$ cat config.mk
export PLATFORM = sky130hd
export DESIGN_NAME = voice_scheduler
export DESIGN_NICKNAME = d
export VERILOG_FILES = /design/src/rtl/voice_scheduler.sv
export SDC_FILE = /design/constraint.sdc
export NUM_CORES = 1
export LEC_CHECK = 0
export BUFFER_PORTS_ARGS = -buffer_cell sky130_fd_sc_hd__buf_2
export CAP_MARGIN = 20
export CORE_UTILIZATION = 35
export CTS_BUF_LIST = sky130_fd_sc_hd__clkbuf_8
export DETAILED_ROUTE_END_ITERATION = 10
export GPL_ROUTABILITY_DRIVEN = 0
export GPL_TIMING_DRIVEN = 0
export PLACE_DENSITY = 0.49
export SLEW_MARGIN = 30
export SYNTH_ARGS = -nofsm -noshare
export SYNTH_HDL_FRONTEND = slang
export SYNTH_SLANG_ARGS = --single-unit
$ cat constraint.sdc
create_clock -name clk -period 6.95 [get_ports clk]
set_input_delay 2.085 -clock clk [delete_from_list [all_inputs] [get_ports clk]]
set_output_delay 2.085 -clock clk [all_outputs]
set_load 0.02 [all_outputs]
$ cat src/rtl/voice_scheduler.sv
// voice_scheduler: three-voice key allocator with attack/sustain/release
// envelopes driven by a shared step prescaler. Voice outputs are plain
// register copies; event decoding acts on the current voice state so a voice
// retiring on a tick only becomes allocatable on the following cycle.
module voice_scheduler #(
    parameter int unsigned STEP_CYCLES = 2500000,
    parameter int unsigned MAX_SHIFT   = 8
) (
    input  logic       clk,
    input  logic       reset_n,
    input  logic       ev_valid,
    output logic       ev_ready,
    input  logic       ev_on,
    input  logic [7:0] ev_key,
    output logic [7:0] note1,
    output logic [7:0] note2,
    output logic [7:0] note3,
    output logic [3:0] shift1,
    output logic [3:0] shift2,
    output logic [3:0] shift3,
    output logic [2:0] active,
    output logic       ev_drop
);

    localparam logic [1:0] ST_IDLE    = 2'd0;
    localparam logic [1:0] ST_ATTACK  = 2'd1;
    localparam logic [1:0] ST_SUSTAIN = 2'd2;
    localparam logic [1:0] ST_RELEASE = 2'd3;

    localparam int unsigned      CNT_W     = (STEP_CYCLES > 1) ? $clog2(STEP_CYCLES) : 1;
    localparam logic [CNT_W-1:0] CNT_LAST  = CNT_W'(STEP_CYCLES - 1);
    localparam logic [3:0]       SHIFT_MAX = 4'(MAX_SHIFT);

    logic [CNT_W-1:0] cnt_q, cnt_d;
    logic [1:0]       state_q [3];
    logic [1:0]       state_d [3];
    logic [7:0]       key_q   [3];
    logic [7:0]       key_d   [3];
    logic [3:0]       shift_q [3];
    logic [3:0]       shift_d [3];
    logic             drop_q, drop_d;

    logic             tick;
    logic             accept;
    logic             on_hit, off_hit, free_hit, steal_hit;
    logic [1:0]       on_idx, off_idx, free_idx, steal_idx;
    logic [3:0]       steal_shift;

    // Free-running envelope step prescaler
    always_comb begin
        tick  = (cnt_q == CNT_LAST);
        cnt_d = tick ? '0 : cnt_q + 1'b1;
    end

    // Voice candidate search on the current (pre-tick) voice state
    always_comb begin
        on_hit      = 1'b0;
        off_hit     = 1'b0;
        free_hit    = 1'b0;
        steal_hit   = 1'b0;
        on_idx      = '0;
        off_idx     = '0;
        free_idx    = '0;
        steal_idx   = '0;
        steal_shift = '0;
        for (int unsigned i = 0; i < 3; i++) begin
            if (!on_hit && state_q[i] != ST_IDLE && key_q[i] == ev_key) begin
                on_hit = 1'b1;
                on_idx = 2'(i);
            end
            if (!off_hit && (state_q[i] == ST_ATTACK || state_q[i] == ST_SUSTAIN)
                && key_q[i] == ev_key) begin
                off_hit = 1'b1;
                off_idx = 2'(i);
            end
            if (!free_hit && state_q[i] == ST_IDLE) begin
                free_hit = 1'b1;
                free_idx = 2'(i);
            end
            // Strict compare keeps the lowest index among equal shifts
            if (state_q[i] == ST_RELEASE && (!steal_hit || shift_q[i] > steal_shift)) begin
                steal_hit   = 1'b1;
                steal_idx   = 2'(i);
                steal_shift = shift_q[i];
            end
        end
    end

    // Next voice state: tick stepping first, then the event overrides its target voice
    always_comb begin
        accept = ev_valid && ev_ready;
        drop_d = 1'b0;
        for (int unsigned i = 0; i < 3; i++) begin
            state_d[i] = state_q[i];
            key_d[i]   = key_q[i];
            shift_d[i] = shift_q[i];
            case (state_q[i])
                ST_IDLE: begin
                    key_d[i]   = '0;
                    shift_d[i] = SHIFT_MAX;
                end
                ST_SUSTAIN: shift_d[i] = '0;
                ST_ATTACK: begin
                    if (tick) begin
                        if (shift_q[i] <= 4'd1) begin
                            shift_d[i] = '0;
                            state_d[i] = ST_SUSTAIN;
                        end else begin
                            shift_d[i] = shift_q[i] - 4'd1;
                        end
                    end
                end
                default: begin
                    if (tick) begin
                        if (shift_q[i] >= SHIFT_MAX - 4'd1) begin
                            shift_d[i] = SHIFT_MAX;
                            state_d[i] = ST_IDLE;
                            key_d[i]   = '0;
                        end else begin
                            shift_d[i] = shift_q[i] + 4'd1;
                        end
                    end
                end
            endcase
        end

        if (accept && ev_key != 8'd0) begin
            if (ev_on) begin
                if (on_hit) begin
                    state_d[on_idx] = ST_ATTACK;
                    shift_d[on_idx] = shift_q[on_idx];
                    key_d[on_idx]   = key_q[on_idx];
                end else if (free_hit) begin
                    state_d[free_idx] = ST_ATTACK;
                    shift_d[free_idx] = SHIFT_MAX;
                    key_d[free_idx]   = ev_key;
                end else if (steal_hit) begin
                    state_d[steal_idx] = ST_ATTACK;
                    shift_d[steal_idx] = SHIFT_MAX;
                    key_d[steal_idx]   = ev_key;
                end else begin
                    drop_d = 1'b1;
                end
            end else if (off_hit) begin
                state_d[off_idx] = ST_RELEASE;
                shift_d[off_idx] = shift_q[off_idx];
                key_d[off_idx]   = key_q[off_idx];
            end
        end
    end

    // State registers with synchronous active-low reset
    always_ff @(posedge clk) begin
        if (!reset_n) begin
            cnt_q  <= '0;
            drop_q <= 1'b0;
            for (int unsigned i = 0; i < 3; i++) begin
                state_q[i] <= ST_IDLE;
                key_q[i]   <= '0;
                shift_q[i] <= SHIFT_MAX;
            end
        end else begin
            cnt_q  <= cnt_d;
            drop_q <= drop_d;
            for (int unsigned i = 0; i < 3; i++) begin
                state_q[i] <= state_d[i];
                key_q[i]   <= key_d[i];
                shift_q[i] <= shift_d[i];
            end
        end
    end

    // Output mapping straight from the voice registers
    always_comb begin
        ev_ready = reset_n;
        ev_drop  = drop_q;
        note1    = key_q[0];
        note2    = key_q[1];
        note3    = key_q[2];
        shift1   = shift_q[0];
        shift2   = shift_q[1];
        shift3   = shift_q[2];
        for (int unsigned i = 0; i < 3; i++) begin
            active[i] = (state_q[i] != ST_IDLE);
        end
    end

endmodule

==> key figures, run 1 <==
Run status
  – Status: finished clean

Floorplan
  – IO Pins: 53
  – Core Box Area: 0.0133 sq mm
  – Chip width: 119 um
  – Die Height: 119 um
  – Die area: 0.0142 sq mm
  – Starting Density: 0.361
  – # rows: 42

Clock tree
  – Root Driver: clkbuf_8
  – CTS Hold Bufs: 0
  – Post_cts resized: 0
  – CTS max path bufs: 2
  – TritonCTS clock tree: yes
  – Worst-path clk slew: 70 ps
  – Clk sinks: 65
  – # Post-CTS Setup Buffers: 0
  – Num CTS Buffers: 9
  – H-tree levels: 3
  – Clock Latency Late Sink: 370 ps

GRT
  – Pin count of the biggest net entering global routing: 12
  – Met3 GRT Util: 0.0469
  – Initial antenna violation count: 0
  – GR met1 Demand/Resource: 0.290
  – First-pass GRT wire length: 24400 um
  – GR Overflow Total: 0
  – Total track usage: 0.219
  – Gr busiest metal: met2
  – GR met2 Demand/Resource: 0.340
  – Vias in the first global route: 4654

Layout
  – N_diodes: 0
  – Area Overhead vs Synth: 14.1%
  – Post-route cell area: 0.00549 sq mm
  – # nets final: 714
  – Layout cell share with drive strength beyond 1: 0.145

Placed design
  – Post-DP HPWL: 11300 um
  – Cell Area, Placed: 0.00525 sq mm
  – Buffers on Ports: 43

Timing
  – Final hold vios: 0
  – Clock Skews: 8.77 ps
  – Setup Viol. Count Final: 0
  – Slew HR: 0.399
  – Period Utilization, post-route: 0.713
  – RSZ-0062 raised after global routing: no
  – Fin crit period: 4950 ps
  – Worst-Margin Slew: 900 ps
  – Fin. max-slew vios: 0
  – Fmax: 202 MHz
  – Setup TNS: 0 ps

Worst setup path
  – Worst Path Arrival: 5200 ps
  – CP max FO: 9
  – R2R depth: 15
  – Critical path required time: 7200 ps
  – Crit path capture type: flip-flop
  – Critical path type: reg -> reg
  – Startpoint class of the critical path: flip-flop

Routing
  – Via count: 4895
  – Drt first pass iters: 5
  – Detail Route Antenna Nets: 0
  – 1st-iter DRT viols: 460
  – Per-cell routed wire length: 17.8 um
  – Drt drc: 0
  – Post-Route WL: 15200 um
  – Via-per-instance ratio: 5.75

Power and ir drop
  – Net Switching: 0.214 mW
  – Cell Pwr Density: 154 mW/mm^2
  – Clock share of power: 0.463
  – Peak supply drop: 0.0723 mV
  – Leakage: 2.07 nW
  – Share of power burned in registers: 0.451
  – P_int: 0.630 mW
  – Switching portion of total power: 0.254
  – Comb pwr share: 0.085

Worst hold path
  – Worst Hold Depth: 1
  – Tightest Hold Check Type: reg -> reg

Yosys
  – Synth warnings: 0
  – Prevailing post-synth register cell: dfxtp_1
  – Cell taking the most area after synthesis: dfxtp_1
  – FF+latch count, synth: 65
  – Post-synthesis sequential area ratio: 0.270
  – Synthesized net count: 660
  – Post-synth ARST share: 0
  – Post-synth EDFFs: 0
  – Most frequent cell after synthesis: nor2_1
  – Ranking of synthesized cells by area: dfxtp_1 27%, ha_1 8.1%, nor2_1 5.5%, xnor2_1 4.4%, nand2_1 4.1%
  – Yosys top cell area share: 0.270
  – Syn_area_per_cell: 7.80 sq um
  – Top cells by count, synth: 71 x nor2_1, 65 x dfxtp_1, 53 x nand2_1
  – Synthesized cell area: 0.00481 sq mm
  – Post-synth cell types: 78
  – Gate Count Post-Synth: 617

Flow run
  – Max_cap viols: 0
[cells in the final DEF, fill, tap and decap left out, types with 4 or more instances in the layout]
cell       n
a32oi_1    8
nand3_1   27
a21o_1     7
or3_1     11
ha_1      31
o22ai_1    4
o31ai_1    5
and2_1     4
nand4_1   11
clkbuf_1  23
xor2_1    19
xnor2_1   24
and3_1     7
o211ai_1   4
nor2b_1    4
nand2_1   53
a311oi_1   8
clkbuf_8  12
a31oi_1   14
nor2_1    71
dfxtp_1   65
nor3_1    16
o21ai_0   23
a211oi_1   6
inv_1     32
a22o_1     8
a21oi_1   28
o21ai_1    9
nor4_1     9
buf_2     52
[per-layer routing]
layer / routed length, um / up-vias
met1: 7200 / 2351
met3: 759 / 24
met2: 6930 / 137
met5: 0 / -
met4: 303 / 0
li1: - / 2383
[registers in the layout, indices dropped and copies added, names as in the netlist]
register / flops
cnt_q: 22
ev_drop: 1
key_q: 24
shift_q: 12
state_q: 6
[area by class of cell]
class | instances | area (sq um)
plain buffers | 37 | 176
clock buffers | 12 | 165
clock inverters | 4 | 73.8
fillers | 1446 | 7860
inverters | 32 | 120
multi-input cells | 483 | 3220
flip-flops and latches | 65 | 1300
well taps | 176 | 220
repair buffers | 43 | 215
[worst max-delay path, stage by stage (launching register included)]
cell,delay (ps)
dfxtp_1,410
ha_1,360
nand2_1,140
ha_1,320
nand2_1,70
o21bai_1,170
a21oi_1,580
mux2_2,410
ha_1,270
nand4_1,110
a2bb2oi_1,270
o211ai_1,210
a2111oi_1,880
a311oi_1,250
a21oi_1,250
o22ai_1,100
[power by group through the flow]
stage          logic [mW]  clock network, mW  registers (mW)
6_report           0.0719              0.391           0.381
5_1_grt            0.0785              0.421           0.381
4_1_cts            0.0715              0.406           0.381
3_5_place_dp       0.0709                  0           0.390
3_3_place_gp       0.0705                  0           0.390
2_1_floorplan      0.0470                  0           0.391
[cells by family after synthesis]
logic type               after synthesis  share of synthesized area
adder cells (fa/ha/maj)               31                     0.0806
flip-flops                            65                      0.270
buffers and inverters                 69                     0.0616
AO/OA/AOI/OAI                        168                      0.252
multiplexers                           3                    0.00650
XOR/XNOR                              43                     0.0783
AND/OR/NAND/NOR                      238                      0.250
[path summary, 6_finish.rpt]
kind / slack, ps / from / to
setup / recovery: 2000 / state_q[0][0]$_SDFF_PN0_ / shift_q[2][0]$_SDFF_PN0_
hold / removal: 470 / cnt_q[0]$_SDFF_PP0_ / cnt_q[0]$_SDFF_PP0_
hold reg to reg: 470 / cnt_q[0]$_SDFF_PP0_ / cnt_q[0]$_SDFF_PP0_
setup reg to reg: 2000 / state_q[0][0]$_SDFF_PN0_ / shift_q[2][0]$_SDFF_PN0_
[metrics by stage]
stage | hold slack [ps] | util | cells | setup slack, ps | power, mW
2_1_floorplan | 430 | - | 617 | 2650 | 0.438
3_3_place_gp | 453 | 0.393 | 836 | 1900 | 0.460
3_5_place_dp | 460 | 0.393 | 836 | 1960 | 0.460
4_1_cts | 480 | 0.411 | 852 | 2120 | 0.858
5_1_grt | 500 | 0.412 | 852 | 1700 | 0.881
6_report | 474 | 0.412 | 852 | 2000 | 0.844
Note: power is estimated with default switching activity, not from simulation.
==> inputs of run 2 (changes only) <==
--- a/config.mk
+++ b/config.mk
@@ -12,7 +12,7 @@
 export DETAILED_ROUTE_END_ITERATION = 10
 export GPL_ROUTABILITY_DRIVEN = 0
 export GPL_TIMING_DRIVEN = 0
-export PLACE_DENSITY = 0.49
+export PLACE_DENSITY = 0.51
 export SLEW_MARGIN = 30
 export SYNTH_ARGS = -nofsm -noshare
 export SYNTH_HDL_FRONTEND = slang
==> constraint.sdc (replaced) <==
create_clock -name clk -period 4.2 [get_ports clk]
set_input_delay 1.26 -clock clk [delete_from_list [all_inputs] [get_ports clk]]
set_output_delay 1.26 -clock clk [all_outputs]
set_load 0.02 [all_outputs]
==> run 2 against run 1 <==
Net effect:
- utilization rose by 0.17 points
- first-iteration DRC count fell by 25%
- die area did not move
- sequential cell count did not move
- highest routed layer unchanged
==> key figures, run 2 (synthesized netlist as in run 1, its figures left out) <==
Layout
  – Layout Utilization: 0.413
  – FILL cells: 1438
  – Post-route cell area: 0.00552 sq mm
  – Largest register FFs: 24
  – Top flop regs: key_q x24, cnt_q x22, shift_q x12
  – N_diodes: 0
  – Reg with most FFs: key_q
  – Fin cells: 852
  – Area Overhead vs Synth: 14.6%
  – Most frequent cells in the layout: 71 x nor2_1, 61 x dfxtp_1, 53 x nand2_1, 53 x buf_2, 35 x inv_1
  – # nets final: 715
  – Layout cell share with drive strength beyond 1: 0.163
  – Most common cell after layout, fill and taps aside: nor2_1

Worst setup path
  – Bufs and invs on worst path: 0
  – Critical path required time: 4450 ps
  – CP top delay family: compound AO/OA/AOI/OAI gates
  – Critical path type: reg -> reg
  – Crit path capture type: flip-flop
  – Worst Path Arrival: 4230 ps
  – Crit-path slowest cell: a2111oi_2
  – CP max stage delay: 580 ps
  – Startpoint class of the critical path: flip-flop
  – CP max FO: 7
  – CP Cell Sequence: ha_4 > nand2_1 > ha_1 > nand2_1 > o21bai_1 > a21oi_4 > mux2_2 > ha_1 > nand4_1 > a2bb2oi_2 > o211ai_1 > a2111oi_2 > a311oi_2 > a21oi_1 > o22ai_1

GRT
  – Pin count of the biggest net entering global routing: 12
  – GR Overflow Total: 0
  – Initial antenna violation count: 0
  – Vias in the first global route: 4859
  – Total track usage: 0.218
  – First-pass GRT wire length: 24300 um

Floorplan
  – Chip width: 119 um
  – Core Box Area: 0.0133 sq mm
  – # rows: 42
  – IO Pins: 53
  – Starting Density: 0.361
  – Die area: 0.0142 sq mm
  – Die Height: 119 um

Timing
  – Period Utilization, post-route: 0.948
  – RSZ-0062 raised after global routing: no
  – Clock Skews: 12.2 ps
  – Final hold vios: 0
  – Fin. max-slew vios: 0
  – Fmax: 251 MHz
  – Fin crit period: 3980 ps
  – Setup TNS: 0 ps
  – Setup Viol. Count Final: 0
  – Worst-Margin Slew: 872 ps
  – Slew HR: 0.414
  – Setup slack after layout: 217 ps
  – Hold WS: 464 ps

Clock tree
  – Worst-path clk slew: 70 ps
  – TritonCTS clock tree: yes
  – Root Driver: clkbuf_8
  – Clock Latency Late Sink: 380 ps
  – CTS Hold Bufs: 0
  – CTS max path bufs: 2
  – H-tree levels: 3
  – Num CTS Buffers: 9
  – Clk sinks: 65

Placed design
  – Post-DP HPWL: 11100 um
  – Buffers on Ports: 43
  – Cell Area, Placed: 0.00525 sq mm
  – Setup WS pre-CTS: -679 ps
  – Cell count after placement: 836

Routing
  – 1st-iter DRT viols: 344
  – Via-per-instance ratio: 5.69
  – Detail Route Antenna Nets: 0
  – Drt first pass iters: 5
  – Per-cell routed wire length: 17.6 um
  – Post-Route WL: 15000 um
  – Via count: 4844
  – Drt drc: 0

Flow run
  – Max_cap viols: 0

Power and ir drop
  – Design Power: 1.27 mW
  – Peak supply drop: 0.169 mV
  – Cell Pwr Density: 230 mW/mm^2
  – Leakage: 2.07 nW

Run status
  – Status: finished clean

Worst hold path
  – Tightest Hold Check Type: reg -> reg
==> run 2: area by class of cell <==
class	instances	area, sq um	share of cell area
Clock inverter	6	53.8	0.00975
Timing Repair Buffer	47	245	0.0445
Tap cell	176	220	0.0399
Inverter	32	120	0.0218
Sequential cell	65	1310	0.238
Multi-Input combinational cell	483	3270	0.594
Buffer	34	166	0.0302
Clock buffer	9	124	0.0225
==> run 2: timing repair <==
| item | in CTS | in global routing |
|---|---|---|
| gates cloned | 0 | 0 |
| setup endpoints to repair | 40 | 25 |
| endpoints found under the hold margin | 0 | 0 |
| pin swaps | 1 | 4 |
| gates resized for setup | 10 | 11 |
| setup buffers | 2 | 2 |
==> run 2: power breakdown <==
part	leakage (nW)	switching [mW]	total [mW]	internal (mW)
registers	0.527	0.00814	0.630	0.622
logic	1.44	0.0806	0.118	0.0378
clock network	0.0989	0.256	0.519	0.263
total	2.07	0.345	1.27	0.923
==> run 2: layer usage <==
layer	wire, um	up-vias	global-route usage	share of wire
li1	-	2369	-	-
met1	6760	2325	0.267	0.45
met2	7310	119	0.367	0.49
met3	588	31	0.0383	0.039
met4	343	0	0.104	0.023
met5	0	-	0	0
==> run 2: path summary, 6_finish.rpt <==
check | depth (start not counted) | slack, ps | end | from
worst max-delay path | 15 | 220 | shift_q[2][1]$_SDFF_PN0_ | state_q[0][1]$_SDFF_PN0_
worst min-delay path | 1 | 460 | cnt_q[0]$_SDFF_PP0_ | cnt_q[0]$_SDFF_PP0_
worst max register to register | 15 | 220 | shift_q[2][1]$_SDFF_PN0_ | state_q[0][1]$_SDFF_PN0_
worst min register to register | 1 | 460 | cnt_q[0]$_SDFF_PP0_ | cnt_q[0]$_SDFF_PP0_
==> run 2: worst reg2reg max path, delay by kind of cell (launching register included) <==
| kind | cells | cell delay, ps |
|---|---|---|
| AND/OR/NAND/NOR | 3 | 340 |
| flip-flops | 1 | 390 |
| AO/OA/AOI/OAI | 8 | 1950 |
| multiplexers | 1 | 380 |
| adder cells (fa/ha/maj) | 3 | 790 |
